## src/rtl/bounce_pkg.sv

```systemverilog
// Shared definitions for the contact-bounce generator: FSM states,
// LFSR polynomial and default parameters.
package bounce_pkg;

  typedef enum logic [1:0] {
    IDLE       = 2'd0,
    ON_TARGET  = 2'd1,
    OFF_TARGET = 2'd2
  } state_t;

  localparam logic [15:0] LFSR_TAPS            = 16'hB400;
  localparam logic [15:0] DEFAULT_SEED         = 16'hACE1;
  localparam int          DEFAULT_SETTLE_TICKS = 8;

  // Right-shifting Galois step: feedback taken from bit 0.
  function automatic logic [15:0] lfsr_next(input logic [15:0] s);
    return {1'b0, s[15:1]} ^ (s[0] ? LFSR_TAPS : 16'h0000);
  endfunction

endpackage

```

## src/rtl/bounce_lfsr.sv

```systemverilog
// 16-bit Galois LFSR, free-running; the full state is exposed so the
// caller can carve out whichever random fields it needs.
module bounce_lfsr
  import bounce_pkg::*;
#(
  parameter logic [15:0] SEED = DEFAULT_SEED
) (
  input  logic        clk,
  input  logic        reset,
  output logic [15:0] state
);

  always_ff @(posedge clk or posedge reset) begin
    if (reset) state <= SEED;
    else       state <= lfsr_next(state);
  end

endmodule

```

## src/rtl/bounce_gen.sv

```systemverilog
// Mechanical contact bounce emulator: each change of level_in yields a
// pseudo-random burst of glitches on btn_out before it settles.
module bounce_gen
  import bounce_pkg::*;
#(
  parameter int          PRESC_W      = 8,
  parameter logic [15:0] SEED         = DEFAULT_SEED,
  parameter int          SETTLE_TICKS = DEFAULT_SETTLE_TICKS
) (
  input  logic clk,
  input  logic reset,
  input  logic level_in,
  input  logic bounce_en,
  output logic btn_out,
  output logic busy,
  output logic settled
);

  localparam logic [3:0] SETTLE_LAST = 4'(SETTLE_TICKS - 1);

  logic [PRESC_W-1:0] presc;
  logic               tick;
  logic [15:0]        lfsr;
  logic [2:0]         nb;
  logic [3:0]         ph;
  logic               lfsr_unused;

  state_t     state;
  logic       target;
  logic [2:0] bounces;
  logic [3:0] phase;

  bounce_lfsr #(.SEED(SEED)) u_lfsr (
    .clk  (clk),
    .reset(reset),
    .state(lfsr)
  );

  assign tick        = (presc == '0);
  assign nb          = lfsr[2:0];
  assign ph          = {1'b0, lfsr[5:3]};
  assign lfsr_unused = ^lfsr[15:6];

  always_ff @(posedge clk or posedge reset) begin
    if (reset) begin
      presc   <= '0;
      state   <= IDLE;
      target  <= 1'b0;
      bounces <= '0;
      phase   <= '0;
      btn_out <= 1'b0;
      busy    <= 1'b0;
      settled <= 1'b0;
    end else begin
      presc   <= presc + PRESC_W'(1);
      settled <= 1'b0;
      case (state)
        IDLE: begin
          if (level_in != btn_out) begin
            btn_out <= level_in;
            if (!bounce_en) begin
              settled <= 1'b1;
            end else begin
              target  <= level_in;
              bounces <= nb;
              phase   <= (nb == '0) ? SETTLE_LAST : ph;
              state   <= ON_TARGET;
              busy    <= 1'b1;
            end
          end
        end
        ON_TARGET: begin
          if (tick) begin
            if (phase != '0) begin
              phase <= phase - 4'd1;
            end else if (bounces == '0) begin
              state   <= IDLE;
              busy    <= 1'b0;
              settled <= 1'b1;
            end else begin
              btn_out <= ~target;
              phase   <= ph;
              state   <= OFF_TARGET;
            end
          end
        end
        OFF_TARGET: begin
          if (tick) begin
            if (phase != '0) begin
              phase <= phase - 4'd1;
            end else begin
              btn_out <= target;
              bounces <= bounces - 3'd1;
              // Last glitch just ended: the next on-target phase is the settle phase.
              phase   <= (bounces == 3'd1) ? SETTLE_LAST : ph;
              state   <= ON_TARGET;
            end
          end
        end
        default: state <= IDLE;
      endcase
    end
  end

endmodule
```

## config.mk

```make
export PLATFORM = sky130hd
export DESIGN_NAME = bounce_gen
export DESIGN_NICKNAME = d
export VERILOG_FILES = /design/src/rtl/bounce_pkg.sv /design/src/rtl/bounce_lfsr.sv /design/src/rtl/bounce_gen.sv
export SDC_FILE = /design/constraint.sdc
export NUM_CORES = 1
export LEC_CHECK = 0
export ABC_AREA = 1
export CORE_MARGIN = 3
export CORE_UTILIZATION = 60
export CTS_BUF_LIST = sky130_fd_sc_hd__clkbuf_2
export CTS_CLUSTER_DIAMETER = 60
export DETAILED_ROUTE_END_ITERATION = 10
export PLACE_DENSITY = 0.8
export SLEW_MARGIN = 40
export SYNTH_ARGS = -nofsm -noshare
export SYNTH_HDL_FRONTEND = slang
export SYNTH_SLANG_ARGS = --single-unit
```

## constraint.sdc

```tcl
create_clock -name clk -period 2.6 [get_ports clk]
set_input_delay 0.52 -clock clk [delete_from_list [all_inputs] [get_ports clk]]
set_output_delay 0.52 -clock clk [all_outputs]
set_load 0.02 [all_outputs]
```

==> results of run 1 <==
[layer usage]
layer	wire, um	part of all wire, %
met5	0	0
met4	71	2.3
met3	84	2.7
met2	1360	44
met1	1570	51
[power by group through the flow]
stage	Combinational (mW)	Clock [mW]	Sequential (mW)
finish	0.779	0.270	0.694
global route	0.891	0.306	0.705
CTS	0.781	0.281	0.694
detailed placement	0.775	0	0.706
global placement	0.766	0	0.703
floorplan	0.615	0	0.714
[per-stage QoR]
stage,util [%],total power [mW],hold slack (ns),instances,instance area [um2]
finish,68.2,1.74,0.372,273,2100
global route,68.2,1.90,0.384,273,2100
CTS,68.2,1.76,0.375,273,2100
floorplan,-,1.33,0.331,216,1940
global placement,66.6,1.47,0.340,265,2050
detailed placement,66.6,1.48,0.339,265,2050
[registers in the layout (all words and copies together) (netlist names)]
signal        flops
busy              1
state             2
presc             8
target            1
settled           1
phase             4
btn_out           1
u_lfsr.state     16
bounces           3
[worst min-delay path by stage]
stage	start	to	cells past startpoint
4_1_cts	u_lfsr.state[7]	u_lfsr.state[6]	0
6_report	u_lfsr.state[7]	u_lfsr.state[6]	0
3_5_place_dp	u_lfsr.state[9]	u_lfsr.state[8]	0
2_1_floorplan	u_lfsr.state[9]	u_lfsr.state[8]	0
3_3_place_gp	u_lfsr.state[8]	u_lfsr.state[7]	0
5_1_grt	u_lfsr.state[7]	u_lfsr.state[6]	0
[cell families (layout without fill, tap and decap cells)]
kind of cell	Yosys count	count (layout)	synth area share, %
and+or+nand+nor	109	109	28.8
xor gates and xnor gates	9	9	4.06
AOI/OAI and AO/OA	20	20	5.35
adders and majority gates	12	12	7.74
DFF	37	37	48.2
buffers and inverters	29	42	5.87
[area by class of cell]
type / instances / area share [%]
Sequential cell: 37 / 44.6
Multi-Input combinational cell: 150 / 42.5
Timing Repair Buffer: 7 / 3.22
Tap cell: 44 / 2.62
Inverter: 27 / 4.83
Clock inverter: 3 / 1.07
Clock buffer: 5 / 1.19
[layout by cell type (no fill, tap or decap), types with 5 or more instances in the layout]
| cell | count |
|---|---|
| a21oi_1 | 7 |
| clkbuf_2 | 5 |
| clkdlybuf4s50_1 | 6 |
| dfrtp_1 | 29 |
| dfstp_2 | 8 |
| ha_1 | 12 |
| inv_1 | 25 |
| nand2_1 | 59 |
| nand2_2 | 6 |
| nand3_1 | 12 |
| nand3b_1 | 5 |
| nor2_1 | 9 |
| o21ai_0 | 11 |
| xor2_1 | 7 |
==> metrics.csv, run 1 <==
metric;value;unit
status;completed;
synth_top_area_share;37.4;%
postCtsSetupBuffers;0;
cp.arrival;1.45;ns
coreArea;3080;um2
cts_resized;0;
cp_data_required_time;2.08;ns
wl_per_cell;11.3;um
p_seq_share;39.8;%
yosys-top-cells-count;nand2_1, dfrtp_1, inv_1;
cp.depth;1;
synth_top_area_cell;dfrtp_1;
crit_end;btn_out;
routabilityCongestion;0.783;
relSlewSlack;71.1;%
synth_seq_cells;37;
synth_edf_count;0;
syn_area_per_cell;8.98;um2
clk_path_buf_depth;2;
path_cells;clkdlybuf4s50_1;
busiest_layer;met2;
floorplan.initialDensity;63.0;%
timing.rr.end;bounces[2];
crit_path_start;btn_out;
synth_flop_cell;dfrtp_1;
antenna_found_initial;0;
antenna_cells;0;
cts_tree;built;
row_count;20;
syn_area;1940;um2
ant_nets;0;
area_growth_syn_to_layout;8.12;%
fmax;508;MHz
grt-ovfl-total;0;
synth_cells;216;
crit_path_start_kind;flop;
hpwl;2250;um
p_per_area;831;nW/um2
cts_sinks;37;
p_int;999;uW
path_clk_slew;0.19;ns
clockPowerShare;15.5;%
rrSetupSlack;1.02;ns
post-route-period-util;75.7;%
ctsHtreeMaxLevel;2;
die-area;3950;um2
grt_pass1_vias;1352;
nFillCells;255;
ios;7;
r2r-start;state[0];
yosysWarnings;0;
irDropWorstVdd;0.519;mV
die-width;62.9;um
synthesis.nets;232;
endpoint_kind;output pin;
cap_violations;0;
grtUsageMet3;3.78;%
cp_max_fo;4;
setup_viol;0;
p_leak;1.08;nW
via_per_inst;4.86;
p_comb_share;44.7;%
synth_cell_types;28;
fp.dieH;62.9;um
finalSetupTns;0;ns
skew;0.00921;ns
insertion_delay;0.40;ns
setup_slack;0.631;ns
p_sw;744;uW
hold_viol;0;
criticalPathCategory;reg -> out;
hp-class;reg -> reg;
grt_max_degree;38;
grt_pass1_wl;5860;um
switching_share;42.7;%
cts_buffers;5;
cts_root_buffer;clkbuf_2;
tightest_slew;0.433;ns
io_buffer_count;6;
grt_setup_unrepaired;false;
path_buf_inv;1;
hold_buffers;0;
crit_family;buffers and inverters;
post-place-ws;0.824;ns
final-max-slew-violation-count;0;
drc;0;
max_stage_delay;0.63;ns
reg2reg_depth;8;
drt_pass1_iterations;4;
synth.top_cells.by_area;dfrtp_1, nand2_1, dfstp_2;
yosysSeqAreaShare;48.2;%
seq_area;936;um2
synth-async-reset-ratio;100;%
crit_slowest_cell;clkdlybuf4s50_1;
grt_use_met2;28.3;%
vias;1327;
final_nets;244;
drt_iter0_markers;49;
drive_gt1_share;16.2;%
wirelength;3080;um
yosysMostFrequentCell;nand2_1;
period_needed;1.97;ns
grt_use_met1;25.9;%
multi_input_area;891;um2
grt_usage;19.0;%
Note: power is estimated with default switching activity, not from simulation.
==> inputs of run 2 (changes only) <==
--- a/config.mk
+++ b/config.mk
@@ -7,7 +7,7 @@
 export LEC_CHECK = 0
 export ABC_AREA = 1
 export CORE_MARGIN = 3
-export CORE_UTILIZATION = 60
+export CORE_UTILIZATION = 57
 export CTS_BUF_LIST = sky130_fd_sc_hd__clkbuf_2
 export CTS_CLUSTER_DIAMETER = 60
 export DETAILED_ROUTE_END_ITERATION = 10
==> constraint.sdc (replaced) <==
create_clock -name clk -period 1.77 [get_ports clk]
set_input_delay 0.354 -clock clk [delete_from_list [all_inputs] [get_ports clk]]
set_output_delay 0.354 -clock clk [all_outputs]
set_load 0.02 [all_outputs]
==> run 2 against run 1 <==
Net effect:
- critical path depth is the same
- setup slack worse by 0.55 ns
- sequential share of layout area shrank 0.53 points
- global-route usage is 0.99 points lower
- clock skew rose by 0.0097 ns
- clock-buffer cell count is the same
- highest routed layer unchanged
- final cell count unchanged
- die area up 4.8%
- combinational power rose by 48%
- via count up 0.38%
- non-clock buffer count did not move
- wire length grew 1.0%
==> metrics.csv, run 2 (synthesized netlist as in run 1, its figures left out) <==
metric;value;unit
status;completed;
irDropWorstVdd;0.605;mV
final_nets;244;
reg_top3;u_lfsr.state: 16 flops, presc: 8 flops, phase: 4 flops;
drive_gt1_share;16.6;%
finalNonFillerCells;273;
post-route-period-util;95.3;%
crit_path_start_kind;flop;
cp.arrival;1.33;ns
p_sw;1.08;mW
grt_setup_unrepaired;false;
endpoint_kind;output pin;
hold_viol;0;
setup_slack;0.0838;ns
relSlewSlack;71.3;%
hold_buffers;0;
p_leak;1.10;nW
row_count;20;
die-area;4140;um2
cp_max_fo;1;
period_needed;1.69;ns
cts_buffers;5;
path_buf_inv;1;
layout_common_cells;nand2_1, dfrtp_1, inv_1, nand3_1;
wirelength;3110;um
cap_violations;0;
area_growth_syn_to_layout;9.41;%
antenna_cells;0;
fp.dieH;64.4;um
grt_pass1_vias;1317;
ios;7;
p_int;1.60;mW
finalPower;2.68;mW
ant_nets;0;
hpwl;2310;um
drt_iter0_markers;58;
crit_slowest_cell;clkdlybuf4s50_1;
nFillCells;281;
insertion_delay;0.37;ns
skew;0.0189;ns
cts_tree;built;
path_cells;clkdlybuf4s50_1;
grt-ovfl-total;0;
vias;1332;
regMostFlops;u_lfsr.state;
drc;0;
final_common_cell;nand2_1;
wl_per_cell;11.4;um
grt_max_degree;38;
p_comb_share;42.8;%
switching_share;40.4;%
max_stage_delay;0.59;ns
tightest_slew;0.430;ns
grt_usage;18.0;%
final-max-slew-violation-count;0;
grt_pass1_wl;5860;um
clk_path_buf_depth;2;
drt_pass1_iterations;4;
hp-class;in -> async;
io_buffer_count;6;
finalSetupTns;0;ns
p_seq_share;38.2;%
clockPowerShare;19.0;%
crit_family;buffers and inverters;
post-place-ws;0.148;ns
cp_data_required_time;1.42;ns
p_per_area;1260;nW/um2
ctsHtreeMaxLevel;2;
die-width;64.4;um
floorplan.initialDensity;61.5;%
setup_viol;0;
place_inst;265;
criticalPathCategory;reg -> out;
path_clk_slew;0.19;ns
largest_reg_flops;16;
fmax;593;MHz
coreArea;3150;um2
cts_sinks;37;
routabilityCongestion;0.852;
antenna_found_initial;0;
via_per_inst;4.88;
cts_root_buffer;clkbuf_2;
run 2: tightest hold or removal path: cells and delay by family:
family	cells	cell delay, ns
buffers and inverters	3	0.83
run 2: what timing repair did:
| action | 4_1_cts | 5_1_grt |
|---|---|---|
| resized for setup | 1 | 3 |
| endpoints found under the setup margin | 1 | 3 |
| setup buffers | 0 | 0 |
run 2: power groups by stage:
stage | Combinational (mW) | Clock (mW) | Sequential (mW)
3_3_place_gp | 1.12 | 0 | 1.03
6_report | 1.15 | 0.509 | 1.02
4_1_cts | 1.14 | 0.524 | 1.02
2_1_floorplan | 0.904 | 0 | 1.05
3_5_place_dp | 1.15 | 0 | 1.04
5_1_grt | 1.32 | 0.571 | 1.04
run 2: final timing paths:
kind	cells after the start	from	slack, ns	to
max reg2reg	8	state[0]	0.20	bounces[2]
min	3	reset	0.35	u_lfsr.state[4]
min reg2reg	0	u_lfsr.state[6]	0.37	u_lfsr.state[5]
min in group clk	0	u_lfsr.state[6]	0.37	u_lfsr.state[5]
max in group asynchronous	3	reset	1.07	u_lfsr.state[7]
max	1	settled	0.08	settled
run 2: per-stage QoR:
step                util [%]  hold slack, ns  cell area, um2
global placement        65.0           0.337            2050
finish                  67.3           0.346            2120
floorplan                  -           0.331            1940
CTS                     67.1           0.352            2120
detailed placement      65.0           0.336            2050
global route            67.3           0.354            2120
run 2: metal layers:
metal,up-vias,GRT usage [%],share of wire (%)
met1,603,25.0,50
met3,8,4.39,2.7
met5,-,0,0
li1,700,-,-
met2,21,27.7,46
met4,0,6.07,1.5
run 2: cell type report:
class	count	area (um2)	area share [%]
sequential	37	936	44.1
multi-input combinational	150	896	42.2
inverter	27	101	4.77
timing repair buffer	7	68.8	3.24
tap	44	55.1	2.59
clock inverter	3	41.3	1.94
clock buffer	5	25.0	1.18
